[src/rtl/data_mem_arbiter_pkg.sv]
// Shared types for the two-port data memory arbiter.
// Single-cycle access FSM state encoding and requester port indices.
package data_mem_arb_pkg;

    typedef enum logic [1:0] {
        IDLE   = 2'd0,
        ACCESS = 2'd1,
        RESP   = 2'd2
    } state_t;

    localparam int PORT_CPU = 0;
    localparam int PORT_DMA = 1;
    localparam int DATA_W   = 16;

endpackage

[src/rtl/data_mem_arbiter_if.sv]
// Requester (CPU, DMA) and data-memory pins seen by the arbiter.
// slave = arbiter side; master = requesters plus the memory's read data.
interface data_mem_arbiter_if #(
    parameter int ADDR_W = 16
);
    logic              P0_REQ,   P1_REQ;
    logic              P0_WE,    P1_WE;
    logic [ADDR_W-1:0] P0_ADDR,  P1_ADDR;
    logic [15:0]       P0_WDATA, P1_WDATA;
    logic              P0_ACK,   P1_ACK;
    logic [15:0]       P0_RDATA, P1_RDATA;
    logic              P0_ERR,   P1_ERR;
    logic              MemRead;
    logic              MemWrite;
    logic [ADDR_W-1:0] DataAddress;
    logic [15:0]       DataIn;
    logic [15:0]       MemDataOut;
    logic              BUSY;

    modport slave (
        input  P0_REQ, P1_REQ, P0_WE, P1_WE, P0_ADDR, P1_ADDR,
               P0_WDATA, P1_WDATA, MemDataOut,
        output P0_ACK, P1_ACK, P0_RDATA, P1_RDATA, P0_ERR, P1_ERR,
               MemRead, MemWrite, DataAddress, DataIn, BUSY
    );

    modport master (
        output P0_REQ, P1_REQ, P0_WE, P1_WE, P0_ADDR, P1_ADDR,
               P0_WDATA, P1_WDATA, MemDataOut,
        input  P0_ACK, P1_ACK, P0_RDATA, P1_RDATA, P0_ERR, P1_ERR,
               MemRead, MemWrite, DataAddress, DataIn, BUSY
    );
endinterface

[src/rtl/data_mem_arbiter_rr_arb2.sv]
// Combinational 2-way grant: a lone request wins; on a tie the port not
// granted last wins, or port 0 always wins when fixed_pri is set.
module rr_arb2 (
    input  logic [1:0] req,
    input  logic       last,
    input  logic       fixed_pri,
    output logic [1:0] gnt
);
    always_comb begin
        gnt = req;
        if (req == 2'b11) begin
            gnt = (fixed_pri || last) ? 2'b01 : 2'b10;
        end
    end
endmodule

[src/rtl/data_mem_arbiter.sv]
// Arbitrates CPU (port 0) and DMA (port 1) onto a single-port data memory.
// Accept in IDLE, one ACCESS cycle, ACK in RESP: ACK two cycles after acceptance, one access per 3 cycles.
module data_mem_arbiter
    import data_mem_arb_pkg::*;
#(
    parameter int ADDR_W     = 16,
    parameter int DEPTH_LOG2 = 8,
    parameter int FIXED_PRI  = 0
) (
    input  logic               CLK,
    input  logic               RST_N,
    data_mem_arbiter_if.slave  bus
);
    state_t              state_q, state_d;
    logic                last_q, last_d;
    logic                win_q, win_d;
    logic                we_q, we_d;
    logic                err_q, err_d;
    logic                rd_q, rd_d;
    logic                wr_q, wr_d;
    logic [ADDR_W-1:0]   addr_q, addr_d;
    logic [DATA_W-1:0]   din_q, din_d;
    logic [DATA_W-1:0]   rdata0_q, rdata0_d;
    logic [DATA_W-1:0]   rdata1_q, rdata1_d;
    logic [1:0]          ack_q, ack_d;
    logic [1:0]          perr_q, perr_d;

    logic [1:0]          req;
    logic [1:0]          gnt;
    logic                sel;
    logic                sel_we;
    logic [ADDR_W-1:0]   sel_addr;
    logic [DATA_W-1:0]   sel_wdata;
    logic                in_range;

    assign req       = {bus.P1_REQ, bus.P0_REQ};
    assign sel       = gnt[PORT_DMA];
    assign sel_we    = sel ? bus.P1_WE    : bus.P0_WE;
    assign sel_addr  = sel ? bus.P1_ADDR  : bus.P0_ADDR;
    assign sel_wdata = sel ? bus.P1_WDATA : bus.P0_WDATA;
    assign in_range  = (sel_addr[ADDR_W-1:DEPTH_LOG2] == '0);

    rr_arb2 u_arb (
        .req       (req),
        .last      (last_q),
        .fixed_pri (FIXED_PRI != 0),
        .gnt       (gnt)
    );

    always_comb begin
        state_d  = state_q;
        last_d   = last_q;
        win_d    = win_q;
        we_d     = we_q;
        err_d    = err_q;
        rd_d     = rd_q;
        wr_d     = wr_q;
        addr_d   = addr_q;
        din_d    = din_q;
        rdata0_d = rdata0_q;
        rdata1_d = rdata1_q;
        ack_d    = ack_q;
        perr_d   = perr_q;
        unique case (state_q)
            IDLE: begin
                if (|req) begin
                    state_d = ACCESS;
                    win_d   = sel;
                    last_d  = sel;
                    we_d    = sel_we;
                    addr_d  = sel_addr;
                    din_d   = sel_wdata;
                    err_d   = ~in_range;
                    // Out-of-range accesses never reach the memory pins.
                    rd_d    = in_range & ~sel_we;
                    wr_d    = in_range &  sel_we;
                end
            end
            ACCESS: begin
                state_d        = RESP;
                rd_d           = 1'b0;
                wr_d           = 1'b0;
                addr_d         = '0;
                din_d          = '0;
                ack_d[win_q]   = 1'b1;
                perr_d[win_q]  = err_q;
                if (!we_q) begin
                    if (win_q) rdata1_d = err_q ? '0 : bus.MemDataOut;
                    else       rdata0_d = err_q ? '0 : bus.MemDataOut;
                end
            end
            RESP: begin
                state_d = IDLE;
                ack_d   = '0;
                perr_d  = '0;
            end
            default: state_d = IDLE;
        endcase
    end

    always_ff @(posedge CLK or negedge RST_N) begin
        if (!RST_N) begin
            state_q  <= IDLE;
            last_q   <= 1'b1;
            win_q    <= 1'b0;
            we_q     <= 1'b0;
            err_q    <= 1'b0;
            rd_q     <= 1'b0;
            wr_q     <= 1'b0;
            addr_q   <= '0;
            din_q    <= '0;
            rdata0_q <= '0;
            rdata1_q <= '0;
            ack_q    <= '0;
            perr_q   <= '0;
        end else begin
            state_q  <= state_d;
            last_q   <= last_d;
            win_q    <= win_d;
            we_q     <= we_d;
            err_q    <= err_d;
            rd_q     <= rd_d;
            wr_q     <= wr_d;
            addr_q   <= addr_d;
            din_q    <= din_d;
            rdata0_q <= rdata0_d;
            rdata1_q <= rdata1_d;
            ack_q    <= ack_d;
            perr_q   <= perr_d;
        end
    end

    assign bus.MemRead     = rd_q;
    assign bus.MemWrite    = wr_q;
    assign bus.DataAddress = addr_q;
    assign bus.DataIn      = din_q;
    assign bus.P0_ACK      = ack_q[PORT_CPU];
    assign bus.P1_ACK      = ack_q[PORT_DMA];
    assign bus.P0_ERR      = perr_q[PORT_CPU];
    assign bus.P1_ERR      = perr_q[PORT_DMA];
    assign bus.P0_RDATA    = rdata0_q;
    assign bus.P1_RDATA    = rdata1_q;
    assign bus.BUSY        = (state_q != IDLE);

endmodule

[src/flat_wrapper.sv]
// flat-port wrapper written by rule: the top's interface ports become plain ports
module data_mem_arbiter_flat import data_mem_arb_pkg::*;
#(
    parameter int ADDR_W     = 16,
    parameter int DEPTH_LOG2 = 8,
    parameter int FIXED_PRI  = 0
)
  (CLK, RST_N, bus_P0_REQ, bus_P1_REQ, bus_P0_WE, bus_P1_WE, bus_P0_ADDR, bus_P1_ADDR, bus_P0_WDATA, bus_P1_WDATA, bus_MemDataOut, bus_P0_ACK, bus_P1_ACK, bus_P0_RDATA, bus_P1_RDATA, bus_P0_ERR, bus_P1_ERR, bus_MemRead, bus_MemWrite, bus_DataAddress, bus_DataIn, bus_BUSY);
  data_mem_arbiter_if #(.ADDR_W(ADDR_W)) bus_i ();
  input  logic CLK;
  input  logic RST_N;
  input wire logic [$bits(bus_i.P0_REQ)-1:0] bus_P0_REQ;
  input wire logic [$bits(bus_i.P1_REQ)-1:0] bus_P1_REQ;
  input wire logic [$bits(bus_i.P0_WE)-1:0] bus_P0_WE;
  input wire logic [$bits(bus_i.P1_WE)-1:0] bus_P1_WE;
  input wire logic [$bits(bus_i.P0_ADDR)-1:0] bus_P0_ADDR;
  input wire logic [$bits(bus_i.P1_ADDR)-1:0] bus_P1_ADDR;
  input wire logic [$bits(bus_i.P0_WDATA)-1:0] bus_P0_WDATA;
  input wire logic [$bits(bus_i.P1_WDATA)-1:0] bus_P1_WDATA;
  input wire logic [$bits(bus_i.MemDataOut)-1:0] bus_MemDataOut;
  output wire logic [$bits(bus_i.P0_ACK)-1:0] bus_P0_ACK;
  output wire logic [$bits(bus_i.P1_ACK)-1:0] bus_P1_ACK;
  output wire logic [$bits(bus_i.P0_RDATA)-1:0] bus_P0_RDATA;
  output wire logic [$bits(bus_i.P1_RDATA)-1:0] bus_P1_RDATA;
  output wire logic [$bits(bus_i.P0_ERR)-1:0] bus_P0_ERR;
  output wire logic [$bits(bus_i.P1_ERR)-1:0] bus_P1_ERR;
  output wire logic [$bits(bus_i.MemRead)-1:0] bus_MemRead;
  output wire logic [$bits(bus_i.MemWrite)-1:0] bus_MemWrite;
  output wire logic [$bits(bus_i.DataAddress)-1:0] bus_DataAddress;
  output wire logic [$bits(bus_i.DataIn)-1:0] bus_DataIn;
  output wire logic [$bits(bus_i.BUSY)-1:0] bus_BUSY;
  assign bus_i.P0_REQ = bus_P0_REQ;
  assign bus_i.P1_REQ = bus_P1_REQ;
  assign bus_i.P0_WE = bus_P0_WE;
  assign bus_i.P1_WE = bus_P1_WE;
  assign bus_i.P0_ADDR = bus_P0_ADDR;
  assign bus_i.P1_ADDR = bus_P1_ADDR;
  assign bus_i.P0_WDATA = bus_P0_WDATA;
  assign bus_i.P1_WDATA = bus_P1_WDATA;
  assign bus_i.MemDataOut = bus_MemDataOut;
  assign bus_P0_ACK = bus_i.P0_ACK;
  assign bus_P1_ACK = bus_i.P1_ACK;
  assign bus_P0_RDATA = bus_i.P0_RDATA;
  assign bus_P1_RDATA = bus_i.P1_RDATA;
  assign bus_P0_ERR = bus_i.P0_ERR;
  assign bus_P1_ERR = bus_i.P1_ERR;
  assign bus_MemRead = bus_i.MemRead;
  assign bus_MemWrite = bus_i.MemWrite;
  assign bus_DataAddress = bus_i.DataAddress;
  assign bus_DataIn = bus_i.DataIn;
  assign bus_BUSY = bus_i.BUSY;
  data_mem_arbiter #(.ADDR_W(ADDR_W), .DEPTH_LOG2(DEPTH_LOG2), .FIXED_PRI(FIXED_PRI)) u_core (.CLK(CLK), .RST_N(RST_N), .bus(bus_i));
endmodule
[config.mk]
export PLATFORM = sky130hd
export DESIGN_NAME = data_mem_arbiter_flat
export DESIGN_NICKNAME = d
export VERILOG_FILES = /design/src/rtl/data_mem_arbiter_pkg.sv /design/src/rtl/data_mem_arbiter_if.sv /design/src/rtl/data_mem_arbiter_rr_arb2.sv /design/src/rtl/data_mem_arbiter.sv /design/src/flat_wrapper.sv
export SDC_FILE = /design/constraint.sdc
export NUM_CORES = 1
export LEC_CHECK = 0
export CORE_MARGIN = 5
export CORE_UTILIZATION = 35
export DETAILED_ROUTE_END_ITERATION = 16
export HOLD_SLACK_MARGIN = 0.02
export PLACE_DENSITY = 0.78
export SLEW_MARGIN = 10
export SYNTH_ARGS = -nofsm -noshare
export SYNTH_HDL_FRONTEND = slang
export SYNTH_SLANG_ARGS = --single-unit
[constraint.sdc]
create_clock -name CLK -period 1.4 [get_ports CLK]
set_input_delay 0.28 -clock CLK [delete_from_list [all_inputs] [get_ports CLK]]
set_output_delay 0.28 -clock CLK [all_outputs]
set_load 0.005 [all_outputs]
Word level (Yosys, flattened, before mapping)
Cells that the tools add are included.

Bitwise gates (word level): 7. Equality and inequality tests: 4. Reductions and logical operators: 11. Magnitude comparators: 2. Muxes and demuxes: 21.

Operator list (count): 16-bit 2-to-1 mux (5); 16-bit one-hot mux with 2 select lines (2); 2-bit one-hot mux with 2 select lines (3); 8-bit zero test (1); 2-bit 2-to-1 mux (3); 3-bit AND reduction (2); 2-bit nonzero test (3); 2-bit equality test, second input constant (2); 1-bit 2-to-1 mux (4); 1-bit NOT (4); 1-bit one-hot mux with 2 select lines (2); 2-bit AND reduction (2); 1-bit bitwise AND (2); 2-bit bitwise mux (1); 2-bit by 1-bit equality test with 1-bit output, second input constant (1); 2-bit zero test (1); 1-bit by 2-bit < comparator with 1-bit output, second input constant (1); 2-bit by 1-bit inequality test with 1-bit output, second input constant (1); 2-bit bitwise OR (1); 2-bit OR reduction (1); 1-bit demux with 1-bit select (1); 1-bit >= comparator, second input constant (1); 1-bit logical AND (1).

Flip-flop bits (word level): 76. Output and inout port bits: 71. Word-level logic and storage cells: 58. Bits of input ports: 86.

Longest topological paths before layout
Word-level depth: 7. Mapped depth: 8. Gate-level depth less buffers: 6.

Modules after synthesis
From an unflattened synthesis, not the netlist that was laid out.

Cell total of the unflattened synthesis: 333. Area, all modules: 3409.5 um^2.

By module, submodules not included: data_mem_arbiter (cells an instance 329, area an instance 3387.0 um^2, instances 1, seq. area each 1903.1 um^2); rr_arb2 (cells an instance 4, area an instance 22.5 um^2, instances 1, seq. area each 0.0 um^2).

Worst setup path after synthesis
No wires, ideal clock.

Path kind: reg-to-reg. From: reg u_core.state_q[0]. To: reg u_core.addr_q[10] (netlist: u_core.bus.DataAddress[10]). Clock period less this slack: 1.464 ns. Stages on the path, launching flop included: 9. Library setup time: 0.078 ns. Data arrival time: 1.387 ns. Path slack: -0.064 ns. Path buffers: 3. Data required time: 1.322 ns. Cells stage by stage: dfrtp_1 inv_1 ha_1 buf_4 o21ai_2 or2_1 buf_6 buf_6 o2bb2ai_1.

Word-level cells in the longest chain between the ends: 3. Elaborated cells between the ends (all ways): 6. Those cells by class: eq/ne (2); mux (1); reduce/logical (3).

RTL lines: start: declaration (RTL line data_mem_arbiter.sv:14) `state_t state_q, state_d;`; start signal: assignment (RTL line data_mem_arbiter.sv:117) `state_q <= state_d;`; 2-bit zero test or 2-bit by 1-bit equality test with 1-bit output (tied branches) (RTL line data_mem_arbiter.sv:64) `unique case (state_q)`; 2-bit by 1-bit inequality test with 1-bit output (no source line) or 2-bit nonzero test (tied branches); 2-bit AND reduction (no source line); end signal: assignment (RTL line data_mem_arbiter.sv:124) `addr_q <= addr_d;`; end: declaration (RTL line data_mem_arbiter.sv:21) `logic [ADDR_W-1:0] addr_q, addr_d;`.

Several ways; a longest one is shown, not always the timed one. A chain may end at the register's enable or synchronous reset.

Worst setup path in the final report
From: reg u_core.state_q[1]. To: reg u_core.din_q[11] (netlist: u_core.bus.DataIn[11]).

Word-level cells in the longest chain between the ends: 3. Elaborated cells between the ends (all ways): 6. Those cells by class: eq/ne (2); mux (1); reduce/logical (3).

RTL lines: 2-bit zero test or 2-bit by 1-bit equality test with 1-bit output (tied branches) (RTL line data_mem_arbiter.sv:64); 2-bit by 1-bit inequality test with 1-bit output (no source line) or 2-bit nonzero test (tied branches); 2-bit AND reduction (no source line); end signal: assignment (RTL line data_mem_arbiter.sv:125) `din_q <= din_d;`; end: declaration (RTL line data_mem_arbiter.sv:22) `logic [DATA_W-1:0] din_q, din_d;`.

Several ways; a longest one is shown, not always the timed one.

==> run_results.csv <==
group,metric,value,unit
placed_design,dpl.cell_count,586,
critical_path,criticalPathCategory,"register to register",
synthesis,syn-instance-count,290,
sta,worst_pin_slew,0.372,ns
detailed_routing,drt-initial-drc-count,78,
synthesis,yosys_warnings,0,
sta,finalSetupViolations,35,
synthesis,yosys.cell_types.count,27,
critical_path,crit_path_cell_trace,"inv_2 -> ha_4 -> buf_12 -> o21ai_4 -> or2_4 -> clkbuf_16 -> o2bb2ai_2",
critical_path,worst-path-max-fanout,7,
critical_path,cp_slowest_cell,"dfrtp_1",
synthesis,synth_top_area_share,56.2,%
synthesis,yosys.area_share.simple,9.37,%
sta,slew_headroom,75.2,%
synthesis,yosysMostFrequentCell,"dfrtp_1",
synthesis,ys_seq_elements,76,
power,leakagePower,2.84,nW
worst_hold_path,hold_class,"input pin to async pin",
synthesis,synth_top_family_by_area,"compound AO/OA/AOI/OAI gates",
clock_tree,htreeDepth,3,
sta,max_freq,653,MHz
power,worst_ir_drop_vdd,1.21,mV
clock_tree,clk_latency,0.33,ns
synthesis,synth_ff_type,"dfrtp_1",
clock_tree,clockBufferDepth,2,
synthesis,ys_seq_area_share,57.0,%
synthesis,yosys.area_share.xor_xnor,0,%
synthesis,synthMuxAreaShare,9.90,%
critical_path,slowest_delay,0.41,ns
detailed_routing,ant_nets,0,
detailed_routing,wirelength,11.0,mm
critical_path,crit_arrival,1.79,ns
synthesis,syn_nets,379,
sta,setup_ws,-0.131,ns
floorplan,die_width,108,um
placed_design,port_buffers,156,
detailed_routing,vias,3059,
floorplan,die_area,11600,um^2
power,power.density,1800,nW/um^2
global_routing,grt_pass1_wl,16.9,mm
synthesis,synthAdderAreaFrac,1.12,%
floorplan,io_pins,157,
placed_design,dpl_cell_area,5440,um^2
global_routing,grt_max_degree,33,
detailed_routing,drt-wirelength-per-cell,17.3,um
global_routing,antenna_found_initial,0,
detailed_routing,drc,0,
global_routing,grt-ovfl-total,0,
floorplan,start_util,36.0,%
synthesis,synthArstFlopShare,100,%
outcome,status,"finished, violations left",
synthesis,yosysTopAreaCell,"dfrtp_1",
clock_tree,clk_pin_slew,0.08,ns
cells_and_area,drive_above_1_share,25.0,%
global_routing,grt_pass1_vias,3292,
synthesis,synth-compound-area-share,17.6,%
floorplan,coreArea,9280,um^2
clock_tree,cts_inserted_buffers,9,
detailed_routing,firstDrtPassIters,4,
cells_and_area,area_delta_synth_final,79.6,%
critical_path,end_kind,"register",
critical_path,r2r-start,"u_core.state_q[1]",
cells_and_area,seq_area,1900,um^2
floorplan,num_rows,35,
placed_design,gp_congestion,0.755,
synthesis,syn-cell-area,3340,um^2
detailed_routing,vias_per_cell,4.81,
sta,finalHoldViolations,0,
synthesis,synth-edff-count,0,
cells_and_area,multi_input_area,1570,um^2
sta,rsz0062_at_grt,"yes",
placed_design,dp_hpwl,7.55,mm
critical_path,critPathLaunch,"u_core.state_q[1]",
sta,fin_crit_sh,109,%
sta,slew_viol_final,0,
synthesis,synthTopCellsByArea,"dfrtp_1, mux2i_1, o2bb2ai_1",
synthesis,synthTopCellsByCount,"dfrtp_1, nand2_1, o21ai_0",
critical_path,cp-start-kind,"register",
cells_and_area,nNetsFinal,591,
cells_and_area,fill_cells,767,
cells_and_area,antenna_cells,0,
clock_tree,clock-sinks,76,
outcome,failed_checks,"negative setup slack",
sta,period_needed,1.53,ns
cells_and_area,finalNonFillerCells,636,
floorplan,die_h,108,um
sta,finClkSkew,0.00981,ns
clock_tree,cts_root_buffer,"clkbuf_8",
global_routing,grt_use_total,18.5,%
run,cap_violations,0,
cells_and_area,design_area,6000,um^2
critical_path,critPathRequiredTime,1.66,ns
clock_tree,cts_tree,"built",
synthesis,syn_area_per_cell,11.5,um^2
-- registers in the layout (all words and copies together), names as in the netlist --
| signal | cells |
|---|---|
| u_core.ack_q | 2 |
| u_core.bus.DataAddress | 16 |
| u_core.bus.DataIn | 16 |
| u_core.bus.MemRead | 1 |
| u_core.bus.MemWrite | 1 |
| u_core.bus.P0_RDATA | 16 |
| u_core.bus.P1_RDATA | 16 |
| u_core.err_q | 1 |
| u_core.last_q | 1 |
| u_core.perr_q | 2 |
| u_core.state_q | 2 |
| u_core.we_q | 1 |
| u_core.win_q | 1 |
-- final cells by class --
type / instances / area share, %
Timing Repair Buffer: 220 / 36.1
Sequential cell: 76 / 31.7
Multi-Input combinational cell: 188 / 26.2
Tap cell: 129 / 2.69
Clock buffer: 12 / 2.42
Inverter: 7 / 0.438
Clock inverter: 4 / 0.417
-- cell families after synthesis --
kind of cell / count (synthesis)
AND/OR/NAND/NOR: 67
adder cells (fa/ha/maj): 3
multiplexers: 33
flip-flops: 76
AO/OA/AOI/OAI: 85
buffers and inverters: 26
-- report_power, final --
group	internal (W)	switching, W	total, W
clock	0.000689	0.000787	0.00148
combinational	0.00331	0.00259	0.00590
sequential	0.00296	0.000458	0.00342
total	0.00696	0.00384	0.0108
-- routing by layer --
layer  wire length (um)  up-vias  global-route usage, %
met2               5760       83                   32.5
met5                  0        -                      0
li1                   -     1460                      -
met4                184        0                   5.68
met1               4510     1502                   22.5
met3                565       14                   3.96
-- worst max-delay path: cells and delay by family (launching register included) --
family / cells / cell delay [ns]
compound gates: 2 / 0.17
simple gates: 1 / 0.29
flops: 1 / 0.41
fa+ha+maj: 1 / 0.18
buf+inv: 3 / 0.41
-- cells in the final DEF, fill, tap and decap left out, types with 10 or more instances in the layout --
cell type / n
clkdlybuf4s50_1: 82
dfrtp_1: 75
dlygate4sd2_1: 72
buf_4: 48
nand2_1: 37
o21ai_0: 33
mux2i_1: 32
o2bb2ai_2: 30
nand2b_1: 16
clkbuf_8: 10
-- final timing paths --
path / endpoint / slack (ns) / cells after the start
min: u_core.bus.P1_RDATA[5] / 0.42 / 2
max in group asynchronous: u_core.last_q / 0.43 / 3
max reg2reg: u_core.bus.DataIn[11] / -0.13 / 7
max: u_core.bus.DataIn[11] / -0.13 / 7
min reg2reg: u_core.bus.P1_RDATA[11] / 0.48 / 2
min in group CLK: u_core.last_q / 0.46 / 3
-- metrics by stage --
step                      util [%]  hold WS [ns]  TNS, ns  total power (W)  setup WS [ns]
after floorplan                  -       -0.0156   -0.704          0.00597        -0.0235
after global placement        58.6         0.219   -12.39          0.00844         -0.436
final                         64.6         0.419    -3.66           0.0108         -0.131
after detailed placement      58.6         0.222   -14.08          0.00861         -0.463
after CTS                     62.6         0.406    -2.84           0.0103         -0.148
after global routing          64.6         0.441    -5.01           0.0115         -0.164
-- repair_timing --
action | in CTS | in global routing
hold buffers | 1 | 0
endpoints found under the setup margin | 106 | 68
gates cloned | 2 | 3
resized for setup | 84 | 14
endpoints found under the hold margin | 25 | 0
setup buffers | 24 | 4
pin swaps | 3 | 5
Note: power is estimated with default switching activity, not from simulation.
==> edit 1 (same settings) <==
`DEPTH_LOG2` is set to 8 in 2 places; all go to 9.
--- a/src/rtl/data_mem_arbiter.sv
+++ b/src/rtl/data_mem_arbiter.sv
@@ -4,7 +4,7 @@
     import data_mem_arb_pkg::*;
 #(
     parameter int ADDR_W     = 16,
-    parameter int DEPTH_LOG2 = 8,
+    parameter int DEPTH_LOG2 = 9,
     parameter int FIXED_PRI  = 0
 ) (
     input  logic               CLK,
--- a/src/flat_wrapper.sv
+++ b/src/flat_wrapper.sv
@@ -2,7 +2,7 @@
 module data_mem_arbiter_flat import data_mem_arb_pkg::*;
 #(
     parameter int ADDR_W     = 16,
-    parameter int DEPTH_LOG2 = 8,
+    parameter int DEPTH_LOG2 = 9,
     parameter int FIXED_PRI  = 0
 )
   (CLK, RST_N, bus_P0_REQ, bus_P1_REQ, bus_P0_WE, bus_P1_WE, bus_P0_ADDR, bus_P1_ADDR, bus_P0_WDATA, bus_P1_WDATA, bus_MemDataOut, bus_P0_ACK, bus_P1_ACK, bus_P0_RDATA, bus_P1_RDATA, bus_P0_ERR, bus_P1_ERR, bus_MemRead, bus_MemWrite, bus_DataAddress, bus_DataIn, bus_BUSY);
Behaviour: not the same (a bounded check fails within 4 cycles, from zero or initial values and one cycle with RST_N low).
==> edit 1 against the original RTL <==
The run still ends with negative setup slack left; sequential cell count did not move; cell count down 0.47%; setup slack worse by 0.0049 ns; area after synthesis about the same; non-clock buffer count did not move; sequential power rose by 4%; power is 10% higher; critical path depth is the same; routed wire length increased by 8.1%; global-route usage up 1.6 points; design area up 7.1%; core utilization grew 4.6 points; critical path type is now in2reg; critical endpoint unchanged.
==> edit 1: results (changes against the original RTL) <==
[run_status]
status=finished, violations left  ; unchanged
violations=negative setup slack  ; unchanged

[placed_design]
place_ws_ns=-0.472  ; was -0.463 ns
place.port_buffers=156  ; unchanged
dpl_cell_area_um2=5400  ; was 5440 um^2
dp_hpwl_um=7320  ; was 7550 um
dp_cells=581  ; was 586
routabilityCongestion=0.727  ; was 0.755

[global_routing]
grtUsageTotal_pct=20.1  ; was 18.5%
antenna_found_initial=0  ; unchanged
use_met2_pct=34.1  ; was 32.5%
grt_pass1_wl_um=17900  ; was 16,900 um
grt_pass1_vias=3366  ; was 3,292
use_met3_pct=4.14  ; was 3.96%
grt_max_degree=77  ; was 33
grt_util_met1_pct=24.5  ; was 22.5%

[timing]
fin_crit_ns=1.54  ; was 1.53 ns
setup_tns_ns=-4.63  ; was -3.66 ns
final_hold_viol_count=0  ; unchanged
setup_viol=68  ; was 35
fin_ws_ns=-0.136  ; was -0.131 ns
relSlewSlack_pct=72.2  ; was 75.2%
fin_skew_ns=0.0111  ; was 0.00981 ns

[power]
p_leak_nw=2.98  ; was 2.84 nW
ir_drop_mv=1.20  ; was 1.21 mV

[logic_synthesis]
yosys.area_share.adder_pct=1.13  ; was 1.12%
async_flop_share_pct=100  ; unchanged
yosysSeqAreaShare_pct=57.1  ; was 57.0%
synth_area_leaders=dfrtp_1, mux2i_1, o2bb2ai_1  ; unchanged
synthMuxAreaShare_pct=9.90  ; about the same
syn_avg_cell_area_um2=11.5  ; about the same
synth_compound_area_share_pct=17.6  ; about the same
yosys-top-cells-count=dfrtp_1, nand2_1, o21ai_0  ; unchanged
synthDistinctLibCells=28  ; was 27

[layout]
fill_cells=687  ; was 767
drive_gt1_share_pct=36.1  ; was 25.0%

[detailed_routing]
firstDrtPassIters=4  ; unchanged
dr.first_iter.drc_count=115  ; was 78
wl_met2_um=6350  ; was 5760 um
highest_layer=met4  ; unchanged
met3_length_um=595  ; was 565 um
wl_um=11900  ; was 11,000 um
routed-via-count=3154  ; was 3,059
wl_per_cell_um=18.8  ; was 17.3 um
wirelength_met1_um=4650  ; was 4510 um

[clock_network]
cts_root_buffer=clkbuf_8  ; unchanged
post-cts-setup-buffer-count=27  ; was 24
htreeDepth=3  ; unchanged
cts_resized=123  ; was 84
worstSkewPairLatency_ns=0.34

[worst_hold_path]
hold_class=reg2reg  ; was in2async
min_path_cells=2

[worst_setup_path]
critPathMaxFanout=17  ; was 7
cp.arrival_ns=1.77  ; was 1.79 ns

[edit 1: changes by cell type in the layout (fill, tap and decap cells not counted), sizes merged]
cell | before | now
clkbuf | 15 | 13
clkinvlp | 2 | 0
nor3 | 0 | 2
nor4 | 4 | 2
bufinv | 0 | 1
clkdlybuf4s50 | 82 | 83
dlygate4sd2 | 72 | 71
[edit 1: report_power, final]
group / internal, mW / switching, mW / leakage [nW]
clock network: 0.837 / 0.751 / 0.0939
registers: 2.96 / 0.583 / 0.986
logic: 3.78 / 3.00 / 1.89
[edit 1: worst max-delay path, stage by stage]
cell and delay (ns):
clkdlybuf4s50_1 0.50, a21boi_4 0.21, buf_12 0.14, buf_6 0.11
buf_16 0.17, mux2i_2 0.26, o2bb2ai_2 0.08
[edit 1: worst paths after layout]
path / from / endpoint / slack (ns)
max: bus_P1_REQ / u_core.bus.DataIn[11] / -0.14
min: u_core.bus.P0_RDATA[8] / u_core.bus.P0_RDATA[8] / 0.49
max reg2reg: u_core.last_q / u_core.bus.MemRead / -0.14
min reg2reg: u_core.bus.P0_RDATA[8] / u_core.bus.P0_RDATA[8] / 0.49
max in group asynchronous: RST_N / u_core.last_q / 0.51
min in group asynchronous: RST_N / u_core.bus.P1_RDATA[2] / 0.50
[edit 1: final cells by class]
| cell class | instances | area [um^2] | share of cell area, % |
|---|---|---|---|
| Timing Repair Buffer | 220 | 2290 | 35.6 |
| Sequential cell | 76 | 1900 | 29.6 |
| Multi-Input combinational cell | 188 | 1870 | 29.1 |
| Tap cell | 129 | 161 | 2.51 |
| Clock buffer | 10 | 138 | 2.14 |
| Clock inverter | 3 | 40.0 | 0.623 |
| Inverter | 7 | 26.3 | 0.409 |
==> edit 2 (same flow settings) <==
Without the edit above. The 3 states of `state_t` get a one-hot encoding in 3 bits.
--- a/src/rtl/data_mem_arbiter_pkg.sv
+++ b/src/rtl/data_mem_arbiter_pkg.sv
@@ -2,10 +2,10 @@
 // Single-cycle access FSM state encoding and requester port indices.
 package data_mem_arb_pkg;
 
-    typedef enum logic [1:0] {
-        IDLE   = 2'd0,
-        ACCESS = 2'd1,
-        RESP   = 2'd2
+    typedef enum logic [2:0] {
+        IDLE   = 3'b001,
+        ACCESS = 3'b010,
+        RESP   = 3'b100
     } state_t;
 
     localparam int PORT_CPU = 0;
Formal check against the unedited RTL: same outputs for any inputs over 10 cycles, from zero or initial values and one cycle with RST_N low; not proved beyond that.
==> edit 2 against the original RTL <==
The flow still finishes with violations (negative setup slack); sequential cell count grew 1; design area grew 8.4%; area after synthesis grew 4.2%; fmax shrank 12%; setup slack lost 0.21 ns; count of clock-buffer cells in the layout shrank 1; critical path depth shrank 4; worst hold slack gained 0.073 ns; power grew 13%; routed wire length grew 6.7%; critical endpoint is now u_core.bus.P1_RDATA[12].
==> edit 2: results (changes against the original RTL) <==
[run_status]
status=finished, violations left  ; unchanged
violations=negative setup slack  ; unchanged

[logic_synthesis]
yosys-top-cells-count=dfrtp_1, o21ai_0, mux2i_1  ; was dfrtp_1, nand2_1, o21ai_0
syn_inst=296  ; was 290
synth_area_leaders=dfrtp_1, mux2i_1, o21ai_0  ; was dfrtp_1, mux2i_1, o2bb2ai_1
yosysSeqAreaShare_pct=55.5  ; was 57.0%
synthDistinctLibCells=30  ; was 27
syn_nets=382  ; was 379

[clock_network]
cts_buffers=9  ; unchanged
cts_resized=191  ; was 84
worstSkewPairLatency_ns=0.35  ; was 0.33 ns
post-cts-setup-buffer-count=37  ; was 24

[placed_design]
dpl_cell_area_um2=5370  ; was 5440 um^2
routabilityCongestion=0.772  ; was 0.755
place_ws_ns=-0.509  ; was -0.463 ns
dp_hpwl_um=7240  ; was 7550 um
place.port_buffers=156  ; unchanged
dp_cells=591  ; was 586

[power]
p_leak_nw=3.07  ; was 2.84 nW
ir_drop_mv=0.873  ; was 1.21 mV
cell_internal_pwr_mw=8.03  ; was 6.96 mW

[detailed_routing]
viasPerCell=5.03  ; was 4.81
dr.first_iter.drc_count=90  ; was 78
routed-via-count=3290  ; was 3,059
wl_per_cell_um=18.0  ; was 17.3 um
firstDrtPassIters=5  ; was 4

[global_routing]
grtUsageTotal_pct=19.9  ; was 18.5%
grt_pass1_vias=3541  ; was 3,292
grt_max_degree=78  ; was 33
grt_pass1_wl_um=18000  ; was 16,900 um

[worst_setup_path]
crit_family=simple AND/OR/NAND/NOR gates  ; was buffers and inverters
crit_slowest_cell=or3_4  ; was dfrtp_1
r2r_start=u_core.state_q[0]  ; was u_core.state_q[1]

[timing]
relSlewSlack_pct=53.6  ; was 75.2%
fin_ws_ns=-0.337  ; was -0.131 ns
setup_tns_ns=-18.86  ; was -3.66 ns
hold_ws_ns=0.492  ; was 0.419 ns
setup_viol=73  ; was 35

[layout]
drive_gt1_share_pct=35.7  ; was 25.0%
fill_cells=741  ; was 767

[worst_hold_path]
hold_class=reg2reg  ; was in2async

==> edit 2: cell types whose count changed after synthesis, sizes merged, moves of 4 or more <==
cell	unedited run	this run
nand3	3	34
a21oi	8	3
nand2b	16	4
mux2	0	25
o2bb2ai	32	0
nand2	38	6
mux2i	33	37
nor2b	0	12
o21ai	38	47
==> edit 2: layout make-up <==
type,count,area [um^2],share of cell area [%]
sequential,77,1930,29.7
multi-input combinational,190,1820,28.0
inverter,10,42.5,0.655
clock buffer,11,131,2.02
tap,133,166,2.56
timing repair buffer,228,2330,35.9
clock inverter,5,75.1,1.16
==> edit 2: cells by family (layout without fill, tap and decap cells) <==
logic type	Yosys count	count (layout)	synth area share, %
compound gates	59	59	9.06
mux	62	62	20.0
buf+inv	31	254	4.60
flops	77	77	55.5
simple gates	67	69	10.8
==> edit 2: worst min-delay path: stages, from the launching register on <==
cell and delay, ns:
dfrtp_1 0.34, nand2_1 0.07, o21ai_2 0.05
==> edit 2: power groups by stage <==
| stage | clock network [mW] | registers, mW | logic [mW] |
|---|---|---|---|
| after floorplan | 0 | 3.65 | 1.73 |
| after global placement | 0 | 3.57 | 4.31 |
| after detailed placement | 0 | 3.63 | 4.42 |
| after CTS | 1.85 | 3.60 | 6.47 |
| after global routing | 1.94 | 3.78 | 7.24 |
| final | 1.81 | 3.67 | 6.77 |
==> edit 2: metal layers <==
layer	vias to the layer above	part of all wire (%)	global-route usage, %
met5	-	0	0
met4	0	2.6	9.35
met3	21	8.7	5.28
met2	154	50	34.9
met1	1611	38	22.4
li1	1504	-	-
